**src/rtl/ram8_ctrl_if.sv**
```systemverilog
// Host-side command and response channels of the register-RAM controller.
// The host is the master; the controller is the slave.
interface ram8_ctrl_if #(
    parameter int DATA_W = 4,
    parameter int ADDR_W = 3
);
    logic              cmd_valid;
    logic              cmd_ready;
    logic [1:0]        cmd_op;
    logic [ADDR_W-1:0] cmd_addr;
    logic [DATA_W-1:0] cmd_data;
    logic              rsp_valid;
    logic              rsp_ready;
    logic [DATA_W-1:0] rsp_data;
    logic [ADDR_W-1:0] rsp_addr;
    logic              rsp_last;

    modport master (
        output cmd_valid, cmd_op, cmd_addr, cmd_data, rsp_ready,
        input  cmd_ready, rsp_valid, rsp_data, rsp_addr, rsp_last
    );

    modport slave (
        input  cmd_valid, cmd_op, cmd_addr, cmd_data, rsp_ready,
        output cmd_ready, rsp_valid, rsp_data, rsp_addr, rsp_last
    );
endinterface

```
**src/rtl/ram8_ctrl.sv**
```systemverilog
// Initiator-side controller for the 8x4 register RAM: host read/write/dump
// commands in, RAM pin sequencing out, read data back on a response channel.
module ram8_ctrl #(
    parameter int DATA_W = 4,
    parameter int ADDR_W = 3,
    parameter int WR_LAT = 2,
    parameter int RD_LAT = 2
) (
    input  logic              clk,
    input  logic              reset,
    ram8_ctrl_if.slave        bus,
    output logic [ADDR_W-1:0] mem_add,
    output logic [DATA_W-1:0] mem_in,
    output logic              mem_load,
    input  logic [DATA_W-1:0] mem_out,
    output logic              busy
);
    localparam int DEPTH   = 2 ** ADDR_W;
    localparam int MAX_LAT = (WR_LAT > RD_LAT) ? WR_LAT : RD_LAT;
    localparam int CNT_W   = $clog2(MAX_LAT + 1);

    typedef enum logic [2:0] {IDLE, WRITE, RD_ADDR, RD_WAIT, RESP} state_t;

    state_t             state_q, state_d;
    logic [CNT_W-1:0]   cnt_q, cnt_d;
    logic               dump_q, dump_d;
    logic               ready_en_q;
    logic [ADDR_W-1:0]  addr_q;
    logic [DATA_W-1:0]  data_q;
    logic [DATA_W-1:0]  rsp_data_q;
    logic               rsp_last_q;
    logic               latch_cmd;
    logic               capture;
    logic               advance;

    // Control state: the only registers that see reset.
    always_ff @(posedge clk) begin
        if (reset) begin
            state_q    <= IDLE;
            cnt_q      <= '0;
            dump_q     <= 1'b0;
            ready_en_q <= 1'b0;
        end else begin
            state_q    <= state_d;
            cnt_q      <= cnt_d;
            dump_q     <= dump_d;
            ready_en_q <= 1'b1;
        end
    end

    always_comb begin
        state_d   = state_q;
        cnt_d     = cnt_q;
        dump_d    = dump_q;
        latch_cmd = 1'b0;
        capture   = 1'b0;
        advance   = 1'b0;
        case (state_q)
            IDLE: begin
                if (bus.cmd_valid && ready_en_q) begin
                    latch_cmd = 1'b1;
                    cnt_d     = '0;
                    case (bus.cmd_op)
                        2'b00: begin state_d = RD_ADDR; dump_d = 1'b0; end
                        2'b01: begin state_d = WRITE;   dump_d = 1'b0; end
                        2'b10: begin state_d = RD_ADDR; dump_d = 1'b1; end
                        default: state_d = IDLE;
                    endcase
                end
            end
            WRITE: begin
                if (cnt_q == CNT_W'(WR_LAT - 1)) begin
                    state_d = IDLE;
                    cnt_d   = '0;
                end else begin
                    cnt_d = cnt_q + CNT_W'(1);
                end
            end
            RD_ADDR: begin
                state_d = RD_WAIT;
                cnt_d   = '0;
            end
            RD_WAIT: begin
                // One extra cycle past RD_LAT gives mem_out a full cycle of margin.
                if (cnt_q == CNT_W'(RD_LAT)) begin
                    capture = 1'b1;
                    state_d = RESP;
                    cnt_d   = '0;
                end else begin
                    cnt_d = cnt_q + CNT_W'(1);
                end
            end
            RESP: begin
                if (bus.rsp_ready) begin
                    if (!dump_q || rsp_last_q) begin
                        state_d = IDLE;
                        dump_d  = 1'b0;
                    end else begin
                        advance = 1'b1;
                        state_d = RD_ADDR;
                    end
                end
            end
            default: state_d = IDLE;
        endcase
    end

    // Datapath registers: only meaningful while the FSM says so, outputs gate them.
    always_ff @(posedge clk) begin
        if (latch_cmd) begin
            addr_q <= (bus.cmd_op == 2'b10) ? '0 : bus.cmd_addr;
            data_q <= bus.cmd_data;
        end else if (advance) begin
            addr_q <= addr_q + ADDR_W'(1);
        end
        if (capture) begin
            rsp_data_q <= mem_out;
            rsp_last_q <= !dump_q || (addr_q == ADDR_W'(DEPTH - 1));
        end
    end

    assign bus.cmd_ready = (state_q == IDLE) && ready_en_q;
    assign bus.rsp_valid = (state_q == RESP);
    assign bus.rsp_data  = (state_q == RESP) ? rsp_data_q : '0;
    assign bus.rsp_addr  = (state_q == RESP) ? addr_q : '0;
    assign bus.rsp_last  = (state_q == RESP) ? rsp_last_q : 1'b0;

    assign mem_add  = (state_q == IDLE) ? '0 : addr_q;
    assign mem_in   = (state_q == WRITE) ? data_q : '0;
    assign mem_load = (state_q == WRITE);
    assign busy     = (state_q != IDLE);
endmodule
```
**src/flat_wrapper.sv**
```systemverilog
// flat-port wrapper written by rule: the top's interface ports become plain ports
module ram8_ctrl_flat 
#(
    parameter int DATA_W = 4,
    parameter int ADDR_W = 3,
    parameter int WR_LAT = 2,
    parameter int RD_LAT = 2
)
  (clk, reset, mem_add, mem_in, mem_load, mem_out, busy, bus_cmd_valid, bus_cmd_op, bus_cmd_addr, bus_cmd_data, bus_rsp_ready, bus_cmd_ready, bus_rsp_valid, bus_rsp_data, bus_rsp_addr, bus_rsp_last);
  ram8_ctrl_if #(.DATA_W(DATA_W), .ADDR_W(ADDR_W)) bus_i ();
  input  logic clk;
  input  logic reset;
  output logic [ADDR_W-1:0] mem_add;
  output logic [DATA_W-1:0] mem_in;
  output logic mem_load;
  input  logic [DATA_W-1:0] mem_out;
  output logic busy;
  input wire logic [$bits(bus_i.cmd_valid)-1:0] bus_cmd_valid;
  input wire logic [$bits(bus_i.cmd_op)-1:0] bus_cmd_op;
  input wire logic [$bits(bus_i.cmd_addr)-1:0] bus_cmd_addr;
  input wire logic [$bits(bus_i.cmd_data)-1:0] bus_cmd_data;
  input wire logic [$bits(bus_i.rsp_ready)-1:0] bus_rsp_ready;
  output wire logic [$bits(bus_i.cmd_ready)-1:0] bus_cmd_ready;
  output wire logic [$bits(bus_i.rsp_valid)-1:0] bus_rsp_valid;
  output wire logic [$bits(bus_i.rsp_data)-1:0] bus_rsp_data;
  output wire logic [$bits(bus_i.rsp_addr)-1:0] bus_rsp_addr;
  output wire logic [$bits(bus_i.rsp_last)-1:0] bus_rsp_last;
  assign bus_i.cmd_valid = bus_cmd_valid;
  assign bus_i.cmd_op = bus_cmd_op;
  assign bus_i.cmd_addr = bus_cmd_addr;
  assign bus_i.cmd_data = bus_cmd_data;
  assign bus_i.rsp_ready = bus_rsp_ready;
  assign bus_cmd_ready = bus_i.cmd_ready;
  assign bus_rsp_valid = bus_i.rsp_valid;
  assign bus_rsp_data = bus_i.rsp_data;
  assign bus_rsp_addr = bus_i.rsp_addr;
  assign bus_rsp_last = bus_i.rsp_last;
  ram8_ctrl #(.DATA_W(DATA_W), .ADDR_W(ADDR_W), .WR_LAT(WR_LAT), .RD_LAT(RD_LAT)) u_core (.clk(clk), .reset(reset), .bus(bus_i), .mem_add(mem_add), .mem_in(mem_in), .mem_load(mem_load), .mem_out(mem_out), .busy(busy));
endmodule
```
**config.mk**
```make
export PLATFORM = sky130hd
export DESIGN_NAME = ram8_ctrl_flat
export DESIGN_NICKNAME = d
export VERILOG_FILES = /design/src/rtl/ram8_ctrl_if.sv /design/src/rtl/ram8_ctrl.sv /design/src/flat_wrapper.sv
export SDC_FILE = /design/constraint.sdc
export NUM_CORES = 1
export LEC_CHECK = 0
export CAP_MARGIN = 20
export CELL_PAD_IN_SITES_DETAIL_PLACEMENT = 1
export CELL_PAD_IN_SITES_GLOBAL_PLACEMENT = 1
export CORE_MARGIN = 3
export CORE_UTILIZATION = 29
export DETAILED_ROUTE_END_ITERATION = 10
export PLACE_DENSITY = 0.79
export SLEW_MARGIN = 5
export SYNTH_ARGS = -nofsm -noshare
export SYNTH_HDL_FRONTEND = slang
export SYNTH_SLANG_ARGS = --single-unit
export TNS_END_PERCENT = 100
```
**constraint.sdc**
```tcl
create_clock -name clk -period 1.66 [get_ports clk]
set_clock_uncertainty 0.15 [all_clocks]
set_input_delay 0.166 -clock clk [delete_from_list [all_inputs] [get_ports clk]]
set_output_delay 0.166 -clock clk [all_outputs]
set_load 0.01 [all_outputs]
```
==> flow_summary.yaml <==
synth:
  synth_nets: 116
  synth.avg_cell_area_um2: 10.1
  yosys.cell_types.count: 28
  syn_area_um2: 982
  ys_ff_latch: 19
  ys_seq_area_share_pct: 51.0
  syn_inst: 97
  yosysWarnings: 0
pwr:
  p_per_area_nw_per_um2: 592
  max-vdd-ir-drop_uv: 318
  p_leak_nw: 0.779
drt:
  drtIter0Drc: 30
  drc_errors: 0
  drt_wl_total_um: 3890
  vias: 1010
  via_per_inst: 4.88
  wl_per_cell_um: 18.8
  drtPass1Iterations: 4
  ant_nets: 0
worst_setup_path:
  start_kind: "flip-flop"
  worst_path_max_delay_cell: "dfxtp_4"
  cp_cell_sequence: "buf_6 -> nor3_4 -> buf_6 -> buf_6 -> nor2b_1 -> buf_2"
  cp_common_cell: "buf_6"
  worstPathMaxFanout: 4
  cp-end-kind: "output port"
  timing.critical_path.required_ns: 1.34
  critical_path_class: "reg2out"
  crit_arrival_ns: 1.47
  max_stage_delay_ns: 0.38
clock_tree:
  cts_buffer_depth: 2
  cts_sinks: 19
  tritoncts: "built"
  ctsHtreeMaxLevel: 1
  root_buffer: "clkbuf_4"
  cts.reportedPaths.clkPinSlew_ns: 0.13
  cts_buffers: 3
  clock_latency_ns: 0.32
place:
  port-buffer-count: 35
  placed_cells: 192
  gp_congestion: 0.790
  dp_hpwl_um: 2370
  post-place-ws_ns: -0.162
die:
  start_util_pct: 31.2
  dieArea_um2: 4120
  rows: 20
  ios: 36
  die_h_um: 64.2
  fp.dieW_um: 64.2
  core_um2: 3150
global_routing:
  grt.total_usage_pct: 18.7
  gr-total-overflow: 0
  antenna_found_initial: 0
  grt_pass1_vias: 1074
  grt_max_degree: 12
  grt_pass1_wl_um: 5790
final_layout:
  synthToLayoutAreaGrowth_pct: 79.2
  final_cells: 207
  num_antenna_cells: 0
  drive_above_1_share_pct: 50.9
  final_nets: 183
  register_area_um2: 509
  fill_cells: 364
  multi_input_area_um2: 539
timing:
  slew_headroom_pct: 80.6
  setup_viol: 14
  finalHoldViolCount: 0
  rsz0062_at_grt: "yes"
  timing.fmax_ghz: 0.561
  slew_viol_final: 0
  worstMarginPinSlew_ns: 0.290
  post-route-min-period_ns: 1.78
  setup_ws_ns: -0.121
  min_period_over_period_pct: 107
job:
  max-cap-violations: 0
hold_path:
  min_path_type: "in2reg"
status:
  violations: "setup timing"
  status: "finished with violations"
-- stage by stage --
| step | total power [mW] | hold slack (ns) | cell area, µm² | setup TNS, ns | utilization [%] |
|---|---|---|---|---|---|
| floorplan | 0.611 | 0.0884 | 982 | 0 | - |
| global placement | 0.721 | 0.327 | 1510 | -0.960 | 47.9 |
| detailed placement | 0.728 | 0.349 | 1510 | -2.10 | 47.9 |
| CTS | 0.983 | 0.250 | 1610 | -0.593 | 51.1 |
| global route | 1.08 | 0.232 | 1760 | -1.91 | 55.8 |
| finish | 1.04 | 0.240 | 1760 | -0.861 | 55.8 |
-- critical path, delay by kind of cell (launching register included) --
| kind | cells | cell delay, ns |
|---|---|---|
| buffers and inverters | 4 | 0.49 |
| DFF | 1 | 0.38 |
| and+or+nand+nor | 2 | 0.27 |
-- Yosys cell counts --
cell / n / area [µm²]
a2111o_1: 1 / 11.3
a211oi_1: 1 / 7.51
a21o_1: 1 / 7.51
a21oi_1: 4 / 20.0
a221oi_1: 1 / 8.76
a31oi_1: 1 / 6.26
a41o_1: 1 / 10.0
and2_1: 13 / 81.3
and3b_1: 1 / 8.76
buf_2: 3 / 15.0
buf_6: 1 / 11.3
dfxtp_1: 7 / 140
edfxtp_1: 12 / 360
ha_1: 2 / 25.0
inv_1: 5 / 18.8
nand2_1: 7 / 26.3
nand2b_1: 7 / 43.8
nand3_1: 3 / 15.0
nand3b_1: 1 / 7.51
nand3b_4: 1 / 20.0
nor2_1: 8 / 30.0
nor2b_1: 6 / 37.5
nor3_1: 1 / 5.00
nor3_2: 1 / 10.0
nor4_2: 1 / 12.5
o21ai_0: 5 / 25.0
o22a_1: 1 / 8.76
o41ai_1: 1 / 8.76
-- cells in the final DEF, fill, tap and decap left out, types with 2 or more instances in the layout --
cell type / synthesis / routed
o21ai_0: 5 / 4
nor2_4: 0 / 2
dfxtp_1: 7 / 4
nand3_1: 3 / 2
nor2b_1: 6 / 5
a21oi_1: 4 / 3
ha_1: 2 / 2
inv_2: 0 / 2
clkdlybuf4s50_1: 0 / 16
nand2b_4: 0 / 2
clkbuf_4: 0 / 3
edfxtp_1: 12 / 12
inv_1: 5 / 3
buf_6: 1 / 24
buf_4: 0 / 20
and2_4: 0 / 12
nor2_1: 8 / 6
clkbuf_2: 0 / 2
nand2_1: 7 / 7
nand2b_1: 7 / 5
buf_2: 3 / 4
dfxtp_4: 0 / 2
-- report_power, final --
part           total (mW)  internal (mW)  leakage, nW  switching [mW]
Clock               0.265         0.0904       0.0177           0.175
Combinational       0.243          0.136        0.590           0.108
Sequential          0.533          0.519        0.171          0.0143
-- registers in the layout, indices dropped and copies added, names as in the netlist --
register           cells
u_core.rsp_data_q      4
u_core.ready_en_q      1
u_core.dump_q          1
u_core.cnt_q           2
u_core.rsp_last_q      1
u_core.state_q         3
u_core.addr_q          3
u_core.data_q          4
-- worst paths after layout --
check / from / end / slack (ns) / cells after the start
worst min register to register: u_core.dump_q / u_core.rsp_last_q / 0.38 / 1
worst max-delay path: u_core.state_q[2] / mem_add[2] / -0.12 / 6
worst min-delay path: bus_cmd_data[0] / u_core.data_q[0] / 0.24 / 1
worst max register to register: u_core.state_q[2] / u_core.dump_q / -0.05 / 7
-- per-layer routing --
| metal | wire length, µm | global-route usage [%] | vias up |
|---|---|---|---|
| met5 | 0 | 0 | - |
| met4 | 103 | 7.39 | 0 |
| met3 | 179 | 3.16 | 11 |
| met2 | 2090 | 35.1 | 33 |
| met1 | 1510 | 20.6 | 495 |
| li1 | - | - | 471 |
-- cells by family after synthesis --
family	count (synthesis)	synth area share, %
and+or+nand+nor	50	30.3
AOI/OAI and AO/OA	17	11.6
adders and majority gates	2	2.55
DFF	19	51.0
buffers and inverters	9	4.59
-- cell type report --
class	instances	share of cell area, %
sequential	19	28.9
timing repair buffer	66	34.7
clock buffer	3	1.28
multi-input combinational	69	30.6
clock inverter	1	0.284
tap	44	3.13
inverter	5	1.07
-- repair_timing --
item | CTS | global route
setup buffers | 4 | 8
hold buffers | 0 | 0
cloned | 1 | 0
pin swaps | 6 | 7
resized for setup | 94 | 40
endpoints found under the setup margin | 20 | 31
Note: power is estimated with default switching activity, not from simulation.
